## config.mk

```make
export PLATFORM = sky130hd
export DESIGN_NAME = fifo_input_arbiter_flat
export DESIGN_NICKNAME = d
export VERILOG_FILES = /design/src/rtl/fifo_input_arbiter_if.sv /design/src/rtl/fifo_input_arbiter.sv /design/src/flat_wrapper.sv
export SDC_FILE = /design/constraint.sdc
export NUM_CORES = 1
export LEC_CHECK = 0
export BUFFER_PORTS_ARGS = -buffer_cell sky130_fd_sc_hd__buf_2
export CORE_MARGIN = 3
export CORE_UTILIZATION = 38
export DETAILED_ROUTE_END_ITERATION = 7
export GPL_TIMING_DRIVEN = 1
export HOLD_SLACK_MARGIN = 0.06
export PLACE_DENSITY = 0.81
export RECOVER_POWER = 100
export SYNTH_ARGS = -nofsm -noshare
export SYNTH_HDL_FRONTEND = slang
export SYNTH_SLANG_ARGS = --single-unit
```

## constraint.sdc

```tcl
create_clock -name clk -period 2.3 [get_ports clk]
set_input_delay 0.46 -clock clk [delete_from_list [all_inputs] [get_ports clk]]
set_output_delay 0.46 -clock clk [all_outputs]
set_load 0.02 [all_outputs]
```

## src/rtl/fifo_input_arbiter_if.sv

```systemverilog
// Producer-side and FIFO-side handshake bundle for fifo_input_arbiter.
// The master modport is the arbiter; the slave modport is the producers plus the FIFO.
interface fifo_input_arbiter_if #(
  parameter int DATABITWIDTH = 16,
  parameter int PORTCOUNT    = 4
);
  localparam int IDBITWIDTH = $clog2(PORTCOUNT);

  logic [PORTCOUNT-1:0]              ReqIn;
  logic [PORTCOUNT-1:0]              AckOut;
  logic [PORTCOUNT*DATABITWIDTH-1:0] DataIn;
  logic                              FifoREQ;
  logic                              FifoACK;
  logic [DATABITWIDTH-1:0]           FifoData;
  logic [IDBITWIDTH-1:0]             GrantID;
  logic                              Busy;

  modport master (
    input  ReqIn, DataIn, FifoACK,
    output AckOut, FifoREQ, FifoData, GrantID, Busy
  );

  modport slave (
    output ReqIn, DataIn, FifoACK,
    input  AckOut, FifoREQ, FifoData, GrantID, Busy
  );
endinterface

```

## src/rtl/fifo_input_arbiter.sv

```systemverilog
// Round-robin, burst-limited arbiter sharing one FIFO input port between producers.
// A grant lasts up to BURSTLIMIT words; every release is followed by one IDLE cycle.
module fifo_input_arbiter #(
  parameter int DATABITWIDTH = 16,
  parameter int PORTCOUNT    = 4,
  parameter int BURSTLIMIT   = 4
) (
  input  logic                  clk,
  input  logic                  clk_en,
  input  logic                  sync_rst,
  fifo_input_arbiter_if.master  bus
);
  localparam int IDBITWIDTH = $clog2(PORTCOUNT);
  localparam int BCW        = $clog2(BURSTLIMIT + 1);
  localparam logic [IDBITWIDTH-1:0] LAST_ID = IDBITWIDTH'(PORTCOUNT - 1);
  localparam logic [BCW-1:0]        LIMIT   = BCW'(BURSTLIMIT);

  typedef enum logic {IDLE, GRANTED} state_e;

  state_e                state_q, state_d;
  logic [IDBITWIDTH-1:0] ptr_q, ptr_d;
  logic [IDBITWIDTH-1:0] gid_q, gid_d;
  logic [BCW-1:0]        burst_q, burst_d;

  logic                    win_found;
  logic [IDBITWIDTH-1:0]   win_id;
  logic                    req_g;
  logic                    xfer;
  logic [BCW-1:0]          burst_inc;
  logic [PORTCOUNT-1:0]    ack_o;
  logic                    freq_o;
  logic [DATABITWIDTH-1:0] data_o;
  logic                    busy_o;

  always_ff @(posedge clk) begin
    if (sync_rst) begin
      state_q <= IDLE;
      ptr_q   <= '0;
      gid_q   <= '0;
      burst_q <= '0;
    end else if (clk_en) begin
      state_q <= state_d;
      ptr_q   <= ptr_d;
      gid_q   <= gid_d;
      burst_q <= burst_d;
    end
  end

  // First requesting port at or after the pointer, wrapping modulo PORTCOUNT.
  always_comb begin
    win_found = 1'b0;
    win_id    = '0;
    for (int k = 0; k < PORTCOUNT; k++) begin
      if (!win_found && bus.ReqIn[(int'(ptr_q) + k) % PORTCOUNT]) begin
        win_found = 1'b1;
        win_id    = IDBITWIDTH'((int'(ptr_q) + k) % PORTCOUNT);
      end
    end
  end

  assign req_g     = bus.ReqIn[gid_q];
  assign burst_inc = burst_q + BCW'(1);
  assign xfer      = (state_q == GRANTED) && clk_en && req_g && bus.FifoACK;

  always_comb begin
    state_d = state_q;
    ptr_d   = ptr_q;
    gid_d   = gid_q;
    burst_d = burst_q;
    ack_o   = '0;
    freq_o  = 1'b0;
    data_o  = '0;
    busy_o  = 1'b0;
    case (state_q)
      IDLE: begin
        if (clk_en && win_found) begin
          gid_d   = win_id;
          burst_d = '0;
          state_d = GRANTED;
        end
      end
      GRANTED: begin
        busy_o       = 1'b1;
        freq_o       = clk_en & req_g;
        data_o       = bus.DataIn[gid_q*DATABITWIDTH +: DATABITWIDTH];
        ack_o[gid_q] = clk_en & bus.FifoACK;
        if (xfer) begin
          burst_d = burst_inc;
        end
        // Release on a full burst or when the granted producer withdraws.
        if ((xfer && burst_inc == LIMIT) || (clk_en && !req_g)) begin
          state_d = IDLE;
          ptr_d   = (gid_q == LAST_ID) ? '0 : gid_q + IDBITWIDTH'(1);
        end
      end
      default: state_d = IDLE;
    endcase
  end

  assign bus.AckOut   = ack_o;
  assign bus.FifoREQ  = freq_o;
  assign bus.FifoData = data_o;
  assign bus.GrantID  = gid_q;
  assign bus.Busy     = busy_o;
endmodule

```

## src/flat_wrapper.sv

```systemverilog
// flat-port wrapper written by rule: the top's interface ports become plain ports
module fifo_input_arbiter_flat 
#(
  parameter int DATABITWIDTH = 16,
  parameter int PORTCOUNT    = 4,
  parameter int BURSTLIMIT   = 4
)
  (clk, clk_en, sync_rst, bus_ReqIn, bus_DataIn, bus_FifoACK, bus_AckOut, bus_FifoREQ, bus_FifoData, bus_GrantID, bus_Busy);
  fifo_input_arbiter_if #(.DATABITWIDTH(DATABITWIDTH), .PORTCOUNT(PORTCOUNT)) bus_i ();
  input  logic clk;
  input  logic clk_en;
  input  logic sync_rst;
  input wire logic [$bits(bus_i.ReqIn)-1:0] bus_ReqIn;
  input wire logic [$bits(bus_i.DataIn)-1:0] bus_DataIn;
  input wire logic [$bits(bus_i.FifoACK)-1:0] bus_FifoACK;
  output wire logic [$bits(bus_i.AckOut)-1:0] bus_AckOut;
  output wire logic [$bits(bus_i.FifoREQ)-1:0] bus_FifoREQ;
  output wire logic [$bits(bus_i.FifoData)-1:0] bus_FifoData;
  output wire logic [$bits(bus_i.GrantID)-1:0] bus_GrantID;
  output wire logic [$bits(bus_i.Busy)-1:0] bus_Busy;
  assign bus_i.ReqIn = bus_ReqIn;
  assign bus_i.DataIn = bus_DataIn;
  assign bus_i.FifoACK = bus_FifoACK;
  assign bus_AckOut = bus_i.AckOut;
  assign bus_FifoREQ = bus_i.FifoREQ;
  assign bus_FifoData = bus_i.FifoData;
  assign bus_GrantID = bus_i.GrantID;
  assign bus_Busy = bus_i.Busy;
  fifo_input_arbiter #(.DATABITWIDTH(DATABITWIDTH), .PORTCOUNT(PORTCOUNT), .BURSTLIMIT(BURSTLIMIT)) u_core (.clk(clk), .clk_en(clk_en), .sync_rst(sync_rst), .bus(bus_i));
endmodule
```

Word level (Yosys, flattened, before mapping):

Index checks and enable logic that the tools add are counted.
Widths: inputs -> output; s select.

* flip-flop bits (word level): 8
* input port bits: 72
* output and inout bits: 24
* word-level logic and storage cells: 82

* add/sub/neg operators: 5
* order comparisons: 6
* eq/ne operators: 4
* shifts and indexed selects: 1
* multiplexer cells: 34
* bitwise logic cells: 7
* reduce and logical (&&, ||, !) cells: 21

Operators by type and width (count)
* $shiftx 64x7->16: 1
* $mux 1: 17
* $mux 16: 1
* $lt 3x4->1 const B: 3
* $bmux 1 s2: 5
* $logic_and 1x1->1: 10
* $mux 2: 5
* $reduce_and 3->1: 3
* $lt 2x3->1 const B: 2
* $mux 3: 2
* $pmux 3 s2: 1
* $reduce_or 2->1: 3
* $add 2x1->2 const B: 2
* $add 2x2->2 const B: 2
* $and 4x4->4: 1
* $logic_not 1->1: 4
* $mux 4: 1
* $add 3x1->3 const B: 1
* $and 1x1->1 const A: 3
* $eq 3x3->1 const B: 1
* $and 1x1->1: 2
* $demux 1 s2: 1
* $eq 2x2->1 const B: 1
* $ge 2x1->1 const B: 1
* 5 further kinds: 5

Logic depth before layout (Yosys ltp):

* depth in word-level cells: 17
* depth in mapped cells: 5
* mapped depth without buffers: 5

Worst setup path before layout:

No wires, ideal clock.

* kind: reg-to-output
* start point: reg u_core.gid_q[0] (netlist: u_core.bus.GrantID[0])
* end point: out bus_FifoData[10]
* data arrival time: 1557 ps
* path slack: 283 ps
* stages on the path, launching flop included: 4
* path buffers: 1
* cells stage by stage: dfxtp_1 -> buf_4 -> mux4_2 -> and2_1

* word-level cells in the longest chain between the ends: 2

Ends and longest elaborated chain
* start, declared: line fifo_input_arbiter.sv:22 `logic [IDBITWIDTH-1:0] gid_q, gid_d;`
* start signal, assigned: line fifo_input_arbiter.sv:44 `gid_q <= gid_d;`
* $shiftx 64x7->16: line fifo_input_arbiter.sv:85 `data_o = bus.DataIn[gid_q*DATABITWIDTH +: DATABITWIDTH];`
* $mux 16: line fifo_input_arbiter.sv:74 `case (state_q)`
* end, declared: line flat_wrapper.sv:18 `output wire logic [$bits(bus_i.FifoData)-1:0] bus_FifoData;`

No other way between the ends.

Worst setup path in the final report:

* start point: reg u_core.gid_q[0] (netlist: u_core.bus.GrantID[0])
* end point: out bus_FifoREQ

* word-level cells in the longest chain between the ends: 4

Ends and longest elaborated chain
* $bmux 1 s2: line fifo_input_arbiter.sv:61 `assign req_g = bus.ReqIn[gid_q];`
* $mux 1 (not written as such): line fifo_input_arbiter.sv:61
* $and 1x1->1: line fifo_input_arbiter.sv:84 `freq_o = clk_en & req_g;`
* $mux 1: line fifo_input_arbiter.sv:74
* end, declared: line flat_wrapper.sv:17 `output wire logic [$bits(bus_i.FifoREQ)-1:0] bus_FifoREQ;`

No other way between the ends. The select of a mux whose other input is x is not followed.

==> summary.md <==
| Metric | Value |
|---|---|
| Outcome | `finished clean` |
| Overflow after GRT | `0` |
| Post-CTS Setup Bufs | `0` |
| Unrepaired setup endpoints after global routing | `false` |
| Insertion delay to the later sink of the worst-skew pair | `0.26 ns` |
| Final Cycle Share | `a little over nine tenths` |
| Hold Buf Count CTS | `0` |
| #FFs+latches synth | `8` |
| Sequential fraction of the synthesis area | `approximately 15%` |
| Clock power frac | `21.9%` |
| Vias | `1213` |
| TritonRoute pass-1 iters | `6` |
| R2R setup slack | `~0.66 ns` |
| Core Footprint | `about 2600 sq um` |
| Syn avg cell area | `~10 sq um` |
| Rows | `18` |
| Ratio of cells with drive above 1 in the final layout | `a little under three fifths` |
| Net Switching | `roughly 0.17 mW` |
| Worst vdd rail ir drop | `approximately 0.31 mV` |
| Fillers | `approximately 240` |
| CTS tree | `built` |
| Synth unique cells | `29` |
| ANT nets after route | `0` |
| Worst-Margin Slew | `~0.43 ns` |
| DRC | `0` |
| Post-DP HPWL | `between 2 and 3 mm` |
| Comb pwr share | `48.4%` |
| GRT Util Overall | `18.8%` |
| LEAKAGE | `between 0.7 and 0.8 nW` |
| Crit path launch | `u_core.bus.GrantID[0]` |
| Crit path DAT | `around 1.7 ns` |
| Post-route setup TNS | `0 ns` |
| Max Fclk | `~450 MHz` |
| Clock transition at path regs | `around 0.060 ns` |
| HP Class | `flop to flop` |
| Cell taking the most area after synthesis | `mux4_2` |
| Vias in the first global route | `~1200` |
| Die Area | `between 3000 and 4000 sq um` |
| Wirelength per Cell | `between 10 and 15 um` |
| Hold path startpoint | `u_core.bus.GrantID[1]` |
| Initial antenna violation count | `0` |
| DR vias/cell | `between 5 and 6` |
| Max H-tree Level | `1` |
| Hold EP | `u_core.bus.GrantID[1]` |
| Synth area leaders | `mux4_2 (35%), dfxtp_1 (15%), and2_1 (12%)` |
| Pwr/cell area | `~320 nW/um^2` |
| CTS Buffer Depth | `2` |
| Finished Layout Cells | `about 230` |
| GPL Wtd Cong | `0.806` |
| Nets | `279` |
| Crit path max fanout | `21` |
| Initial core utilization | `41.8%` |
| Worst Hold Depth | `2` |
| RR Endpoint | `u_core.burst_q[1]` |
| Num CTS Buffers | `3` |
| # IOs | `96` |
| Cells after Synth | `between 100 and 150` |
| Final core occ | `between 60% and 70%` |
| Yosys warns | `0` |
| Max Clock Skew | `between 0.009 and 0.01 ns` |
| Max-Cap Viols | `0` |
| Largest net degree at the start of global routing | `22` |
| Crit path launch type | `flop` |
| Diode count | `0` |
| Synth top area share | `between 30% and 40%` |
| Routed WL | `between 3 and 4 mm` |
| Internal power | `about 0.33 mW` |
| Syn Nets | `183` |
| Switching share of power | `approximately 34%` |
| Tmin final | `about 2.2 ns` |
| Flop pwr share | `around 30%` |
| Setup violators final | `0` |
| Resized Gates After CTS | `0` |
| Final hold slack | `a little under 0.5 ns` |
| Inst Count DP | `around 230` |
| Fin. Hold Viols | `0` |
| Die H | `about 59 um` |
| First-pass GRT wire length | `just over 5 mm` |
| Reg-to-reg critical path startpoint | `u_core.bus.GrantID[0]` |
| Rel. slew slack | `71.2%` |
| Area grow syn2layout | `47.0%` |
| Detailed Route Iter0 Violations | `between 40 and 50` |
| Die W | `a little under 60 um` |
| Kind of critical path | `flop to output port` |
| Reg2reg path depth | `5` |
| Overall power | `between 0.5 and 0.6 mW` |
| CTS sink count | `8` |
| CP Capture Type | `output port` |
| CTS root buffer | `clkbuf_4` |
| Netlist Area Pre-Place | `1080 sq um` |
| Port-buffer cells | `95` |
| Final Max Slew Viols | `0` |
| CP required | `approximately 1.8 ns` |
## cells by family after synthesis
kind of cell / after synthesis / share of synthesized area (%)
DFF: 8 / 14.8
adders and majority gates: 6 / 6.93
AOI/OAI and AO/OA: 13 / 9.12
buffers and inverters: 14 / 6.24
muxes: 20 / 38.1
and+or+nand+nor: 44 / 24.8
## worst max path at each step
stage	to	depth (start not counted)
finish	bus_FifoREQ	4
global route	bus_FifoREQ	4
CTS	bus_FifoREQ	4
detailed placement	bus_FifoREQ	4
global placement	bus_FifoREQ	4
floorplan	bus_FifoData[10]	3
## power groups by stage
stage                     sequential (mW)  clock [mW]  combinational, mW
after floorplan                     0.156           0              0.144
after global placement              0.153           0              0.247
after detailed placement            0.153           0              0.251
after CTS                           0.150       0.115              0.252
after global routing                0.151       0.119              0.268
final                               0.150       0.111              0.245
## cell usage after synthesis (all sizes together)
master	instances
a211o	1
a21oi	3
a221oi	1
a31oi	2
and2	20
and3	4
buf	5
clkbuf	3
dfxtp	8
ha	6
inv	6
mux2i	3
mux4	17
nand2	5
nand2b	3
nand3b	1
nand4	3
nand4b	2
nor2	3
nor2b	1
nor3b	1
o21ai	1
o31ai	2
o41ai	3
or2	1
## sequential cells by signal (all words and copies together), names as in the netlist
name	flops
u_core.burst_q	3
u_core.bus.GrantID	2
u_core.ptr_q	2
u_core.state_q	1
## cells in the final DEF (no fill, tap or decap), drive strengths merged
cell / Yosys / layout
and2: 20 / 20
and3: 4 / 4
a221oi: 1 / 1
dfxtp: 8 / 8
nand2b: 3 / 3
nor2b: 1 / 1
a21oi: 3 / 3
nand4b: 2 / 2
mux4: 17 / 17
nor2: 3 / 3
a211o: 1 / 1
nand2: 5 / 5
o21ai: 1 / 1
buf: 5 / 75
mux2i: 3 / 3
nor3b: 1 / 1
nand4: 3 / 3
o31ai: 2 / 2
o41ai: 3 / 3
ha: 6 / 6
inv: 6 / 6
a31oi: 2 / 2
clkbuf: 3 / 27
nand3b: 1 / 1
or2: 1 / 1
## stage by stage
step	instance area, sq um	setup WS [ns]
after global placement	1590	0.380
after floorplan	1080	0.283
after global routing	1590	0.0168
after CTS	1620	0.0818
after detailed placement	1590	0.381
final	1590	0.0950
## critical path, stage by stage (launching register included)
cell      delay [ns]
dfxtp_1         0.38
buf_12          0.20
mux4_2          0.55
and3_1          0.20
clkbuf_2        0.15
## routing by layer
metal	vias to the layer above	track usage (%)	wire length [um]
met5	-	0	0
met4	0	2.59	8
met3	2	5.45	373
met2	47	36.2	1780
met1	571	20.2	1230
li1	593	-	-
## area by class of cell
| class | count | area [sq um] | area share (%) |
|---|---|---|---|
| Clock buffer | 3 | 22.5 | 1.41 |
| Multi-Input combinational cell | 83 | 850 | 53.3 |
| Tap cell | 30 | 37.5 | 2.36 |
| Sequential cell | 8 | 160 | 10.1 |
| Timing Repair Buffer | 99 | 500 | 31.4 |
| Inverter | 6 | 22.5 | 1.41 |
Power figures use the tool's default switching activity.
